`src/rtl/pulse_to_level.sv`:
```
// pulse_to_level: stretches strobes into HIGH_CYCLES windows + GAP_CYCLES gaps, queuing extras.
// Define RETRIGGER_EN to make pulses during a window extend it instead of queuing.
module pulse_to_level #(
  parameter int HIGH_CYCLES = 4,
  parameter int GAP_CYCLES  = 2,
  parameter int CNT_WIDTH   = 8,
  parameter int PEND_WIDTH  = 3
) (
  input  logic                  clk,
  input  logic                  reset,
  input  logic                  pulse_in,
  input  logic                  overflow_clr,
  output logic                  level_out,
  output logic                  busy,
  output logic [PEND_WIDTH-1:0] pending_count,
  output logic                  overflow
);
  typedef enum logic [1:0] {IDLE, HIGH, GAP} state_t;
  localparam logic [CNT_WIDTH-1:0]  HIGH_LOAD = CNT_WIDTH'(HIGH_CYCLES - 1);
  localparam logic [CNT_WIDTH-1:0]  GAP_LOAD  = CNT_WIDTH'(GAP_CYCLES - 1);
  localparam logic [PEND_WIDTH-1:0] PEND_MAX  = '1;
  state_t                state_q, state_d;
  logic [CNT_WIDTH-1:0]  cnt_q, cnt_d;
  logic [PEND_WIDTH-1:0] pend_q, pend_d;
  logic                  ovf_q, ovf_d;
  logic                  last, retrig, enq, deq, drop;
  always_comb begin
    last = cnt_q == '0;
`ifdef RETRIGGER_EN
    retrig = pulse_in && state_q == HIGH;
`else
    retrig = 1'b0;
`endif
    enq = pulse_in && state_q != IDLE && !retrig;
    deq = state_q == GAP && last && pend_q != '0;
    drop = enq && !deq && pend_q == PEND_MAX;
    state_d = state_q;
    cnt_d = (state_q == IDLE) ? cnt_q : cnt_q - 1'b1;
    if (state_q == IDLE && pulse_in) begin
      state_d = HIGH;
      cnt_d = HIGH_LOAD;
    end else if (retrig) begin
      cnt_d = HIGH_LOAD;
    end else if (state_q == HIGH && last) begin
      state_d = GAP;
      cnt_d = GAP_LOAD;
    end else if (state_q == GAP && last) begin
      state_d = deq ? HIGH : IDLE;
      cnt_d = deq ? HIGH_LOAD : '0;
    end
    pend_d = (enq && !deq && !drop) ? pend_q + 1'b1 :
             (deq && !enq)          ? pend_q - 1'b1 : pend_q;
    // a drop in the same cycle as a clear keeps the flag set
    ovf_d = drop | (ovf_q & ~overflow_clr);
  end
  always_ff @(posedge clk or posedge reset) begin
    if (reset) begin
      state_q <= IDLE;
      cnt_q <= '0;
      pend_q <= '0;
      ovf_q <= 1'b0;
    end else begin
      state_q <= state_d;
      cnt_q <= cnt_d;
      pend_q <= pend_d;
      ovf_q <= ovf_d;
    end
  end
  assign level_out = state_q == HIGH;
  assign busy = state_q != IDLE;
  assign pending_count = pend_q;
  assign overflow = ovf_q;
endmodule

```
`config.mk`:
```
export PLATFORM = sky130hd
export DESIGN_NAME = pulse_to_level
export DESIGN_NICKNAME = d
export VERILOG_FILES = /design/src/rtl/pulse_to_level.sv
export SDC_FILE = /design/constraint.sdc
export NUM_CORES = 1
export LEC_CHECK = 0
export ABC_AREA = 0
export ABC_CLOCK_PERIOD_IN_PS = 2160
export CORE_MARGIN = 2
export CORE_UTILIZATION = 49
export DETAILED_ROUTE_END_ITERATION = 6
export PLACE_DENSITY = 0.73
export SLEW_MARGIN = 20
export SYNTH_ARGS = -nofsm -noshare
export SYNTH_HDL_FRONTEND = slang
export SYNTH_SLANG_ARGS = --single-unit
```
`constraint.sdc`:
```
create_clock -name clk -period 2.16 [get_ports clk]
set_clock_uncertainty 0.1 [all_clocks]
set_input_delay 0.216 -clock clk [delete_from_list [all_inputs] [get_ports clk]]
set_output_delay 0.216 -clock clk [all_outputs]
set_load 0.05 [all_outputs]
```
==> qor.yml, run 1 <==
global_route:
  grt.overflow.total: 0
  grt_antenna_before_repair: 0
  grt_pass1_wl_um: 3310
  grt_usage_pct: 20.9
  grt_pass1_vias: 739
  grt_max_degree: 16
power_and_ir_drop:
  finalPower_uw: 1990
  cellPowerDensity_nw_per_um2: 1650
  leakage_uw: 0.000526
  peakVddDrop_uv: 931
yosys:
  synth_flop_cell: "dfrtp_1"
  yosys.cell_types.count: 42
  yosysWarnings: 0
  yosysTopAreaCell: "dfrtp_1"
  synthTopCellsByArea: "dfrtp_1, xnor2_1, nor2_1"
  yosysMostFrequentCell: "dfrtp_1"
  synthCells: 103
  async_reset_ff_share_pct: 100
  ys_ff_latch: 14
  synth_top_area_share_pct: 36.7
  synth_nets: 109
  post_synth_instance_area_um2: 953
  ys_seq_area_share_pct: 36.7
  synth_edf_count: 0
  synth_common_cells: "dfrtp_1, nor2_1, nand2_1"
  synth.avg_cell_area_um2: 9.26
sta:
  setup_slack_ns: 0.0671
  tns_ns: 0
  fmax_mhz: 478
  worst-slew-pin-transition_ns: 0.531
  timing_hold_violations_final: 0
  rsz0062_at_grt: "true"
  maxSlewHeadroom_pct: 64.6
  fin_hold_ws_ns: 0.169
  finalSetupViolCount: 0
  period_needed_ns: 2.09
  period_share_pct: 96.9
  slew_viol_final: 0
place:
  port_buffers: 9
  hpwl_um: 1450
  dp.cells: 142
  place_congestion: 0.781
  preCtsSetupSlack_ns: 0.0864
routing:
  routed_wl_um: 2040
  drtPass1Iterations: 5
  drc: 0
  num_vias: 859
  wl_per_cell_um: 13.9
  detail_route.vias_per_cell: 5.84
  drtAntennaViolNets: 0
  drt_iter0_drc: 20
critical_path:
  start_kind: "flop"
  cp_top_family: "adder cells"
  crit_path_end_kind: "flop"
  crit_cells: 9
  cp.arrival_ns: 2.18
  crit_start: "cnt_q[1]"
  crit_type: "reg -> reg"
  r2r_end: "pending_count[1]"
  r2r-start: "cnt_q[1]"
  crit_path_max_incr_delay_ns: 0.42
  r2r_setup_slack_ns: 0.07
  worstPathCellList: "inv_1, ha_2, nor3b_4, nand4b_4, nand3_4, fa_1, mux2i_1, nand2_1, a21o_1"
  required_ns: 2.24
  path_buf_inv: 1
  worstSetupEndpoint: "pending_count[1]"
  reg2reg_depth: 9
  cp_slowest_cell: "fa_1"
  worstPathMaxFanout: 3
cells_and_area:
  regArea_um2: 354
  diodes: 0
  fillers: 145
  fin_nets: 129
  final_cell_count_no_fill: 147
  drive_gt1_share_pct: 27.0
  area_growth_pct: 26.9
  multiInputGateArea_um2: 589
floorplanning:
  die_area_um2: 2310
  initial_utilization_pct: 53.5
  die_h_um: 48.1
  die_x_um: 48.1
  core_um2: 1780
  ios: 10
  num_rows: 15
cts:
  cts_buffer_depth: 2
  cts_tree: "done"
  h-tree-depth: 1
  root_buffer: "clkbuf_4"
  cts_sinks: 14
  postCtsHoldBufs: 0
  numCtsBuffers: 3
  clk_latency_ns: 0.28
  clkSlewWorstSetupHoldPaths_ns: 0.10
run:
  maxCapViolations: 0
min_path:
  min_path_type: "in -> async"
outcome:
  status: "finished, final reports clean"
==> worst reg2reg max path: cells and delay by family (launching register included) <==
kind            cells  cell delay [ns]
fa+ha+maj           2             0.59
simple gates        4             0.55
mux                 1             0.14
flops               1             0.40
compound gates      1             0.15
buf+inv             1             0.07
==> area by class of cell <==
cell class	count	share of cell area, %
well taps	25	2.59
multi-input cells	77	48.7
flip-flops and latches	14	29.3
clock buffers	4	3.00
inverters	6	1.86
repair buffers	21	14.6
==> how the worst min path moves through the flow <==
stage | endpoint | cells after the start | from
floorplan | cnt_q[0] | 1 | reset
global placement | cnt_q[0] | 1 | cnt_q[0]
detailed placement | cnt_q[0] | 1 | cnt_q[0]
CTS | overflow | 2 | reset
global route | overflow | 2 | reset
finish | overflow | 2 | reset
==> report_power, final <==
group	switching, uW	leakage, uW	internal, uW
registers	127	0.000168	386
logic	723	0.000337	564
clock network	89.7	0.0000210	102
total	940	0.000526	1050
==> through the flow <==
| step | util, % | area, um^2 |
|---|---|---|
| 6_report | 67.9 | 1210 |
| 3_3_place_gp | 65.1 | 1160 |
| 5_1_grt | 67.9 | 1210 |
| 2_1_floorplan | - | 991 |
| 4_1_cts | 67.0 | 1190 |
| 3_5_place_dp | 65.1 | 1160 |
==> layer usage <==
layer  GRT usage [%]  wire length [um]  up-vias
met3            4.44                89        2
li1                -                 -      415
met5               0                 0        -
met2            30.9               997       27
met1            28.8               934      415
met4            10.3                14        0
==> registers in the layout, summed over array words and instances, names as in the netlist <==
register and cells:
cnt_q 8, pending_count 3, state_q 2, overflow 1
==> cell families after synthesis <==
| logic type | Yosys count | share of synthesized area, % |
|---|---|---|
| flops | 14 | 36.7 |
| simple gates | 46 | 29.7 |
| xor+xnor | 6 | 5.51 |
| mux | 3 | 3.15 |
| compound gates | 19 | 15.2 |
| fa+ha+maj | 3 | 4.59 |
| buf+inv | 12 | 5.12 |
==> placed cells by master, fill, tap and decap left out, drive strengths merged, types with 2 or more instances in the layout <==
cell / netlist / final
dfrtp: 14 / 14
buf: 3 / 13
nor2: 9 / 9
nand2: 7 / 7
clkdlybuf4s50: 0 / 7
inv: 6 / 6
xnor2: 5 / 5
nand3: 5 / 5
or2: 4 / 4
nor3: 4 / 4
clkbuf: 3 / 4
mux2i: 3 / 3
o22ai: 3 / 3
o31ai: 3 / 3
and2: 3 / 3
nor4: 3 / 3
nor2b: 2 / 2
a22oi: 2 / 2
nand3b: 2 / 2
==> what timing repair did <==
action,CTS,global route
setup buffers,0,1
endpoints found under the setup margin,1,2
hold endpoints to repair,0,0
gates resized for setup,1,1
(Power assumes the default switching activity.)
==> run 2, diff against run 1 <==
--- a/config.mk
+++ b/config.mk
@@ -9,6 +9,7 @@
 export ABC_CLOCK_PERIOD_IN_PS = 2160
 export CORE_MARGIN = 2
 export CORE_UTILIZATION = 49
+export CTS_BUF_LIST = sky130_fd_sc_hd__clkbuf_4 sky130_fd_sc_hd__clkbuf_8 sky130_fd_sc_hd__clkbuf_16
 export DETAILED_ROUTE_END_ITERATION = 6
 export PLACE_DENSITY = 0.73
 export SLEW_MARGIN = 20
==> results of run 2 <==
The final DEF is identical to that of run 1; final timing and power are the same.
==> run 3, diff against run 2 <==
--- a/config.mk
+++ b/config.mk
@@ -5,13 +5,13 @@
 export SDC_FILE = /design/constraint.sdc
 export NUM_CORES = 1
 export LEC_CHECK = 0
-export ABC_AREA = 0
+export ABC_AREA = 1
 export ABC_CLOCK_PERIOD_IN_PS = 2160
 export CORE_MARGIN = 2
-export CORE_UTILIZATION = 49
+export CORE_UTILIZATION = 47
 export CTS_BUF_LIST = sky130_fd_sc_hd__clkbuf_4 sky130_fd_sc_hd__clkbuf_8 sky130_fd_sc_hd__clkbuf_16
 export DETAILED_ROUTE_END_ITERATION = 6
-export PLACE_DENSITY = 0.73
+export PLACE_DENSITY = 0.72
 export SLEW_MARGIN = 20
 export SYNTH_ARGS = -nofsm -noshare
 export SYNTH_HDL_FRONTEND = slang
==> run 3 against run 2 <==
Compared with the run above: largest power group unchanged; via count shrank 22%; cell area shrank 20%; critical path depth is 1 higher; utilization down 6.1 points; critical endpoint is now pending_count[2]; critical path type unchanged; total power shrank 56%.
==> qor.yml, run 3 <==
outcome:
  status: "finished, final reports clean"
yosys:
  yosysWarnings: 0
  synth_edf_count: 0
  synth.avg_cell_area_um2: 8.18
  synth_flop_cell: "dfrtp_1"
  post_synth_instance_area_um2: 810
  yosysTopAreaCell: "dfrtp_1"
  synth_common_cells: "nand2_1, nor2_1, dfrtp_1"
  ys_ff_latch: 14
  synth_nets: 105
  synthTopCellsByArea: "dfrtp_1, nand2_1, nor2_1"
  async_reset_ff_share_pct: 100
  synthCells: 99
  synth_top_area_share_pct: 43.3
  yosysMostFrequentCell: "nand2_1"
  yosys.cell_types.count: 22
  ys_seq_area_share_pct: 43.3
routing:
  drt_iter0_drc: 16
  drtPass1Iterations: 4
  num_vias: 672
  drtAntennaViolNets: 0
  drc: 0
  routed_wl_um: 1440
  detail_route.vias_per_cell: 5.21
  wl_per_cell_um: 11.1
critical_path:
  worstPathMaxFanout: 8
  crit_path_end_kind: "flop"
  crit_type: "reg -> reg"
  required_ns: 2.23
  cp.arrival_ns: 2.08
  start_kind: "flop"
cells_and_area:
  regMostFlops: "cnt_q"
  diodes: 0
  layout_commonest_cell: "nand2_1"
  area_growth_pct: 19.0
  fin_nets: 120
  drive_gt1_share_pct: 14.2
  layout_common_cells: "nand2_1, nor2_1, dfrtp_1"
  largest_reg_flops: 8
  final_cell_count_no_fill: 129
floorplanning:
  num_rows: 14
  ios: 10
  die_h_um: 45.5
  initial_utilization_pct: 51.9
  die_area_um2: 2070
  core_um2: 1560
  die_x_um: 45.5
cts:
  h-tree-depth: 1
  post-cts-setup-buffers: 0
  cts_tree: "done"
  cts_buffer_depth: 2
  root_buffer: "clkbuf_4"
  cts_resized: 0
  clkSlewWorstSetupHoldPaths_ns: 0.09
  postCtsHoldBufs: 0
  clk_latency_ns: 0.27
  numCtsBuffers: 3
  cts_sinks: 14
global_route:
  grt_antenna_before_repair: 0
  grt_usage_pct: 16.9
  grt_max_degree: 15
  use_met1_pct: 21.9
  grt_pass1_vias: 613
  grtUsageMet3_pct: 3.97
  grt_util_met2_pct: 26.8
  grt_pass1_wl_um: 2540
  grt.overflow.total: 0
  busiest_layer: "met2"
place:
  place_congestion: 0.792
  hpwl_um: 1080
  dp.cells: 125
  port_buffers: 9
power_and_ir_drop:
  cellPowerDensity_nw_per_um2: 903
  leakage_uw: 0.000453
  peakVddDrop_uv: 814
sta:
  slew_viol_final: 0
  timing_hold_violations_final: 0
  maxSlewHeadroom_pct: 64.1
  period_share_pct: 92.9
  period_needed_ns: 2.01
  finalSetupViolCount: 0
  tns_ns: 0
  fmax_mhz: 498
  rsz0062_at_grt: "false"
  worst-slew-pin-transition_ns: 0.537
min_path:
  min_path_type: "in -> async"
run:
  maxCapViolations: 0
[run 3: changes by cell type after synthesis, sizes merged, moves of 4 or more]
cell and delta:
nand2 +17, nor2 +13, inv +5, o211ai +4, or2 -4, xnor2 -4
[run 3: critical path, cell delays in order, from the launching register on]
cell      delay [ns]
dfrtp_1         0.35
inv_1           0.08
ha_1            0.24
nand2_1         0.12
nor2_4          0.06
nand3_4         0.11
nand3_4         0.11
fa_1            0.40
o21bai_2        0.21
nand3_1         0.08
nand2_1         0.05
[run 3: area by class of cell]
type                       instances  area [um^2]
tap                               16         20.0
inverter                          11         41.3
timing repair buffer              10         97.6
multi-input combinational         74          418
fill                             131          596
clock buffer                       4         36.3
sequential                        14          350
[run 3: cell families (layout without fill, tap and decap cells)]
family | count (synthesis) | in the layout | synth area share (%)
adder cells (fa/ha/maj) | 2 | 2 | 4.02
buffers and inverters | 11 | 25 | 5.10
XOR/XNOR | 3 | 3 | 3.25
AO/OA/AOI/OAI | 13 | 13 | 10.2
flip-flops | 14 | 14 | 43.3
AND/OR/NAND/NOR | 56 | 56 | 34.2
[run 3: worst paths after layout]
check                                  start               end  slack (ns)  depth (start not counted)
worst max-delay path                cnt_q[0]  pending_count[2]        0.15                         10
worst min-delay path                   reset          overflow        0.17                          2
worst max register to register      cnt_q[0]  pending_count[2]        0.15                         10
worst min register to register      cnt_q[0]          cnt_q[0]        0.42                          2
max in group asynchronous              reset          cnt_q[5]        1.43                          2
min in group clk                overflow_clr          overflow        0.41                          2
[run 3: per-stage QoR]
stage               power, uW  cell area, um^2  hold slack, ns  worst slack [ns]  utilization, %
detailed placement        688              927           0.402             0.151            59.5
global route              927              963           0.224            0.0161            61.8
finish                    870              963           0.175             0.154            61.8
CTS                       883              963           0.189             0.133            61.8
floorplan                 586              810         0.00522             0.129               -
global placement          683              927           0.395             0.187            59.5
[run 3: per-layer routing]
metal,share of wire [%],vias up
met1,47,300
li1,-,349
met4,0.70,0
met2,47,21
met3,4.5,2
met5,0,-
[run 3: report_power, final]
group / internal, uW / switching (uW) / leakage [uW] / total [uW]
clock: 102 / 82.8 / 0.0000210 / 185
combinational: 125 / 218 / 0.000272 / 343
sequential: 295 / 46.4 / 0.000159 / 342
